**src/rtl/fetch_unit.sv**
```systemverilog
// Instruction fetch stage: owns the fetch PC, issues credit-limited in-order requests to
// instruction memory and buffers returned words in a small circular queue for decode.
module fetch_unit #(
    parameter logic [63:0] RESET_PC  = 64'h0,
    parameter int unsigned BUF_DEPTH = 2
) (
    input  logic        clk,
    input  logic        rst,
    input  logic        stall_F,
    input  logic        redirect,
    input  logic [63:0] redirect_pc,
    output logic        imem_req_valid,
    input  logic        imem_req_ready,
    output logic [63:0] imem_req_addr,
    input  logic        imem_rsp_valid,
    input  logic [31:0] imem_rsp_data,
    output logic [63:0] PC_F,
    output logic [31:0] Instr_F,
    output logic        valid_F
);

    localparam int unsigned CW = $clog2(BUF_DEPTH + 1);
    localparam int unsigned PW = (BUF_DEPTH > 1) ? $clog2(BUF_DEPTH) : 1;
    localparam logic [CW-1:0] DEPTH_C  = CW'(BUF_DEPTH);
    localparam logic [PW-1:0] LAST_PTR = PW'(BUF_DEPTH - 1);
    localparam logic [31:0]   NOP      = 32'h0000_0013;

    logic [63:0]   fetch_pc;
    logic [CW-1:0] outstanding;
    logic [CW-1:0] drop_cnt;
    logic [CW-1:0] count;
    logic [PW-1:0] head;
    logic [PW-1:0] tail;
    logic [63:0]   buf_pc    [BUF_DEPTH];
    logic [31:0]   buf_instr [BUF_DEPTH];

    logic          pop;
    logic          accept;
    logic          rsp_keep;
    logic [CW:0]   credits_used;
    logic [CW-1:0] outstanding_after_rsp;
    logic [63:0]   rsp_pc;
    logic          unused_redirect_lsbs;

    function automatic logic [PW-1:0] next_ptr(input logic [PW-1:0] p);
        return (p == LAST_PTR) ? '0 : p + PW'(1);
    endfunction

    assign valid_F = (count != '0);
    assign PC_F    = valid_F ? buf_pc[head] : 64'h0;
    assign Instr_F = valid_F ? buf_instr[head] : NOP;

    assign pop = valid_F && !stall_F && !redirect;

    // Credits cover both in-flight requests and buffered words, so the buffer can never overflow.
    assign credits_used   = {1'b0, outstanding} + {1'b0, count} - {{CW{1'b0}}, pop};
    assign imem_req_valid = !rst && !redirect && (credits_used < {1'b0, DEPTH_C});
    assign imem_req_addr  = fetch_pc;
    assign accept         = imem_req_valid && imem_req_ready;

    assign rsp_keep              = imem_rsp_valid && (drop_cnt == '0) && !redirect;
    assign outstanding_after_rsp = outstanding - {{(CW-1){1'b0}}, imem_rsp_valid};

    // With nothing left to drop, every in-flight request is live and contiguous below fetch_pc.
    assign rsp_pc = fetch_pc - {{(62-CW){1'b0}}, outstanding, 2'b00};

    assign unused_redirect_lsbs = ^redirect_pc[1:0];

    always_ff @(posedge clk or posedge rst) begin
        if (rst) begin
            fetch_pc    <= RESET_PC;
            outstanding <= '0;
            drop_cnt    <= '0;
            count       <= '0;
            head        <= '0;
            tail        <= '0;
            for (int unsigned i = 0; i < BUF_DEPTH; i++) begin
                buf_pc[i]    <= '0;
                buf_instr[i] <= NOP;
            end
        end else if (redirect) begin
            fetch_pc    <= {redirect_pc[63:2], 2'b00};
            outstanding <= outstanding_after_rsp;
            drop_cnt    <= outstanding_after_rsp;
            count       <= '0;
            head        <= '0;
            tail        <= '0;
        end else begin
            if (accept) begin
                fetch_pc <= fetch_pc + 64'd4;
            end
            outstanding <= outstanding_after_rsp + {{(CW-1){1'b0}}, accept};
            if (imem_rsp_valid && (drop_cnt != '0)) begin
                drop_cnt <= drop_cnt - CW'(1);
            end
            if (rsp_keep) begin
                buf_pc[tail]    <= rsp_pc;
                buf_instr[tail] <= imem_rsp_data;
                tail            <= next_ptr(tail);
            end
            if (pop) begin
                head <= next_ptr(head);
            end
            count <= count + {{(CW-1){1'b0}}, rsp_keep} - {{(CW-1){1'b0}}, pop};
        end
    end

    always_ff @(posedge clk) begin
        if (!rst) begin
            assert (!(rsp_keep && (count == DEPTH_C)));
            assert (drop_cnt <= outstanding);
            assert (outstanding <= DEPTH_C);
        end
    end

endmodule

```
**config.mk**
```make
export PLATFORM = sky130hd
export DESIGN_NAME = fetch_unit
export DESIGN_NICKNAME = d
export VERILOG_FILES = /design/src/rtl/fetch_unit.sv
export SDC_FILE = /design/constraint.sdc
export NUM_CORES = 1
export LEC_CHECK = 0
export CORE_UTILIZATION = 45
export CTS_CLUSTER_DIAMETER = 60
export CTS_CLUSTER_SIZE = 20
export DETAILED_ROUTE_END_ITERATION = 16
export GPL_TIMING_DRIVEN = 0
export PLACE_DENSITY = 0.73
export SLEW_MARGIN = 20
export SYNTH_ARGS = -nofsm -noshare
export SYNTH_HDL_FRONTEND = slang
export SYNTH_SLANG_ARGS = --single-unit
```
**constraint.sdc**
```tcl
create_clock -name clk -period 7.8 [get_ports clk]
set_input_delay 1.17 -clock clk [delete_from_list [all_inputs] [get_ports clk]]
set_output_delay 1.17 -clock clk [all_outputs]
set_load 0.02 [all_outputs]
```
Word-level counts from Yosys, hierarchy flattened
Cells that the tools add are included.
{"block": "totals", "register_bits": 264, "inputBits": 102, "output_inout_bits": 162, "elab_cells": 74}
{"block": "classes", "add_sub_neg": 11, "n_lt_le_gt_ge": 4, "n_mux": 26, "n_bitwise": 3, "n_reduce_logical": 20}
{"operator": "2-to-1 mux 64 bit", "n": 7}
{"operator": "2-to-1 mux 32 bit", "n": 5}
{"operator": "bitwise mux 128 bit", "n": 1}
{"operator": "adder 64 x 3 -> 64 bit, second input constant", "n": 1}
{"operator": "bitwise mux 64 bit", "n": 1}
{"operator": "demux 64 bit (select 1 bit)", "n": 1}
{"operator": "subtractor 64 x 4 -> 64 bit", "n": 1}
{"operator": "demux 32 bit (select 1 bit)", "n": 1}
{"operator": "nonzero test 2 bit", "n": 6}
{"operator": "logical AND 1 bit", "n": 9}
{"operator": "2-to-1 mux 2 bit", "n": 4}
{"operator": "2-to-1 mux 1 bit", "n": 6}
{"operator": "adder 2 x 1 -> 2 bit", "n": 2}
{"operator": "greater-or-equal comparator 2 bit, second input constant", "n": 2}
{"operator": "inverter 1 -> 2 bit", "n": 2}
{"operator": "subtractor 2 x 1 -> 2 bit", "n": 2}
{"operator": "adder 2 x 2 -> 3 bit", "n": 1}
{"operator": "logical NOT 1 bit", "n": 3}
{"operator": "< comparator 3 x 2 -> 1 bit, second input constant", "n": 1}
{"operator": "subtractor 3 x 1 -> 3 bit", "n": 1}
{"operator": "adder 1 bit, second input constant", "n": 2}
{"operator": "logical NOT 2 bit", "n": 1}
{"operator": "< comparator 2 x 1 -> 1 bit, second input constant", "n": 1}
{"operator": "AND reduction 2 bit", "n": 1}
{"operator": "2 further kinds", "n": 2}

Logic depth before layout (Yosys ltp)
{"block": "logic_depth", "ltp_word": 9, "ltp_mapped": 14, "mapped_depth_nobuf": 12}

Worst setup path before layout
Ideal clock, no wire load.
{"block": "synth_timing", "path_type": "input-to-output", "startpoint": "input rst", "endpoint": "output imem_req_valid", "t_arrival_ps": 7453, "t_required_ps": 6630, "setup_slack_ps": -823, "path_stages": 2, "path_buffers": 0, "cell_sequence": "inv_1 -> and4_1"}
{"block": "synth_between", "elab_chain_len": 3}
{"item": "start, declared", "line": "8", "source": "input logic rst,"}
{"item": "logical NOT 1 bit"}
{"item": "logical AND 1 bit (2 in series)", "line": "57", "source": "assign imem_req_valid = !rst && !redirect && (credits_used < {1'b0, DEPTH_C});"}
{"item": "end, declared", "line": "12", "source": "output logic imem_req_valid,"}
Every way passes these cells.

Final worst setup path
{"block": "layout_timing", "startpoint": "input redirect", "endpoint": "output imem_req_valid"}
{"block": "layout_between", "elab_chain_len": 5, "word_cells_on_any_way": 6, "cone_classes": "add/sub (1); order compare (1); reduce/logical (4)"}
{"item": "start, declared", "line": "10", "source": "input logic redirect,"}
{"item": "logical NOT 1 bit (*)", "line": "53, 57"}
{"item": "logical AND 1 bit", "line": "53", "source": "assign pop = valid_F && !stall_F && !redirect;"}
{"item": "subtractor 3 x 1 -> 3 bit", "line": "56", "source": "assign credits_used = {1'b0, outstanding} + {1'b0, count} - {{CW{1'b0}}, pop};"}
{"item": "< comparator 3 x 2 -> 1 bit", "line": "57"}
{"item": "logical AND 1 bit (*)", "line": "57"}
Every way passes the cells marked *; elsewhere a longest branch is shown, timed or not.

==> flow_summary.yaml <==
clock_tree:
  cts_root_buf: "clkbuf_16"
  htreeDepth: 1
  postCtsResizedCells: 0
  clock_latency_ns: 0.53
  cts_tree: "built"
  clk_path_buf_depth: 3
  postCtsSetupRepairBufs: 0
  holdBufCountCts: 0
  clock-sinks: 258
  cts-buffers-inserted: 22
  path_clk_slew_ns: 0.08
floorplan:
  die_w_um: 178
  die_h_um: 178
  core_area_mm2: 0.0306
  num_rows: 64
  initial_core_util: 0.457
  die-area_mm2: 0.0318
  num_io_pins: 264
timing:
  tightest_slew_ns: 0.919
  hold_viol_final: 0
  max_slew_margin: 0.388
  post-route-period-util: 0.827
  setup_tns_ns: 0
  setup_viol: 0
  holdWs_ns: 0.462
  period_minus_slack_ns: 6.45
  fin_worst_skew_ns: 0.0153
  max_freq_mhz: 155
  slew_viol_final: 0
  rsz0062_at_grt: "false"
logic_synthesis:
  ys_ff_latch: 258
  synth_top_flop_cell: "dfrtp_1"
  mappedNetlistArea_mm2: 0.0140
  postSynthAreaPerCell_um2: 8.94
  synth_edf_count: 0
  yosys_warnings: 0
  syn_inst: 1563
  yosysSeqAreaShare: 0.463
  ys_async_sr_fraction: 1.00
  yosysUniqueCellTypes: 66
layout:
  seq_area_mm2: 0.00646
  final_cell_mix: "nand2_1, clkdlybuf4s50_1, dfrtp_1"
  area_growth_pct: 28.9
  final_common_cell: "nand2_1"
  multi_input_area_mm2: 0.00683
  post-route-cell-area_mm2: 0.0180
  nNetsFinal: 1969
  fin_cells: 2268
  fillers: 2662
  final_layout_size_suffix_gt1_frac: 0.0716
power_and_ir_drop:
  switchingPower_w: 0.00201
  p_int_w: 0.00331
  total_power_w: 0.00532
  p_sw_frac: 0.378
  power_leakage_nw: 7.30
  powerDensity_mw_per_mm2: 295
  seqPwrFrac: 0.402
  ir_drop_v: 0.000154
  pwr-share-clk: 0.228
  combPwrFrac: 0.370
drt:
  drt-total-wl_um: 46000
  drt_pass1_iterations: 6
  postRouteAntennaNets: 0
  drc_errors: 0
  drt_iter0_drc: 1087
  num_vias: 13000
  via_per_inst: 5.75
  routedWlPerCell_um: 20.3
setup_path:
  setup.worst_path.start_class: "primary input"
  reg2reg_from: "count[0]"
  reg2reg_slack_ns: 2.68
  arrival_ns: 5.28
  required_ns: 6.63
  cp_max_fo: 10
  reg2regPathDepth: 12
  setup.worst_path.end: "imem_req_valid"
  regToRegEndpoint: "imem_req_addr[39]"
  startpoint: "redirect"
  endpoint_kind: "output port"
  path_class: "primary input to output port"
placed_design:
  place_hpwl_um: 34500
  portBuffers: 257
  globalplace.congestion: 0.926
  dpl_cell_area_mm2: 0.0172
  place_inst: 2227
worst_hold_path:
  hp-class: "register to register"
run:
  maxCapViolations: 0
run_status:
  status: "finished, final reports clean"
global_routing:
  antenna_found_initial: 1
  track_usage: 0.292
  grt_pass1_wl_um: 71700
  grt_pass1_vias: 12700
  grt-ovfl-total: 0
  grt_start_max_net_pins: 36
## sequential cells by signal (all words and copies together) (netlist names)
name,count
drop_cnt,2
buf_instr,64
count,2
tail,1
imem_req_addr,62
head,1
buf_pc,124
outstanding,2
## metrics by stage
step	setup slack (ns)	util
6_report	1.35	0.589
5_1_grt	1.18	0.589
4_1_cts	1.38	0.589
3_5_place_dp	1.22	0.563
3_3_place_gp	-1.86	0.558
2_1_floorplan	0.789	-
## cells in the mapped netlist (all sizes together), types with 19 or more instances
| library cell | instances | area share |
|---|---|---|
| mux2i | 96 | 0.069 |
| o21ai | 160 | 0.057 |
| nand3 | 54 | 0.019 |
| clkbuf | 93 | 0.026 |
| inv | 26 | 0.0070 |
| mux2 | 34 | 0.027 |
| xnor2 | 39 | 0.024 |
| o211ai | 21 | 0.011 |
| nor2 | 147 | 0.040 |
| xor2 | 28 | 0.018 |
| buf | 34 | 0.015 |
| nor4 | 27 | 0.016 |
| a21oi | 19 | 0.0068 |
| dfrtp | 252 | 0.45 |
| o311ai | 22 | 0.014 |
| nand2 | 321 | 0.086 |
| nand4 | 34 | 0.016 |
| nor3 | 24 | 0.0094 |
## worst max-delay path, cell delays in order
cell and delay (ns):
clkdlybuf4s50_1 0.66, clkbuf_1 0.53, clkbuf_1 0.66, nor3_1 0.21
ha_1 0.32, nand2b_1 0.15, fa_1 0.37, xor2_1 0.34
and4_1 0.25, clkdlybuf4s50_1 0.61
## routing by layer
metal | routed length [um] | GRT usage
met5 | 0 | 0
met4 | 1660 | 0.106
met3 | 3740 | 0.0458
met2 | 21000 | 0.465
met1 | 19700 | 0.402
## worst min path at each step
stage / to / cells after the start / slack [ns] / from
after global routing: buf_instr[40] / 2 / 0.50 / buf_instr[40]
after detailed placement: buf_instr[36] / 2 / 0.45 / buf_instr[36]
after floorplan: buf_instr[32] / 2 / 0.44 / buf_instr[32]
final: buf_instr[36] / 2 / 0.46 / buf_instr[36]
after global placement: buf_instr[32] / 2 / 0.45 / buf_instr[32]
after CTS: buf_instr[36] / 2 / 0.46 / buf_instr[36]
## power groups by stage
stage | sequential, W | clock [W] | combinational, W
floorplan | 0.00212 | 0 | 0.00118
global placement | 0.00213 | 0 | 0.00190
detailed placement | 0.00215 | 0 | 0.00196
CTS | 0.00213 | 0.00123 | 0.00197
global route | 0.00220 | 0.00128 | 0.00217
finish | 0.00214 | 0.00121 | 0.00197
## cells by family (layout without fill, tap and decap cells)
family / Yosys count / after routing / share of synthesized area
DFF: 258 / 258 / 0.463
buffers and inverters: 154 / 459 / 0.0496
adders and majority gates: 12 / 12 / 0.0118
and+or+nand+nor: 680 / 680 / 0.225
other: 1 / 5 / 0.000268
AOI/OAI and AO/OA: 261 / 261 / 0.113
xor gates and xnor gates: 67 / 67 / 0.0420
muxes: 130 / 130 / 0.0962
## final cells by class
cell class | instances | area share
diodes | 1 | 0.000139
plain buffers | 128 | 0.0331
clock buffers | 25 | 0.0329
clock inverters | 15 | 0.0111
inverters | 26 | 0.00563
multi-input cells | 1154 | 0.379
flip-flops and latches | 258 | 0.359
well taps | 396 | 0.0275
repair buffers | 265 | 0.152
Note: power is estimated with default switching activity, not from simulation.
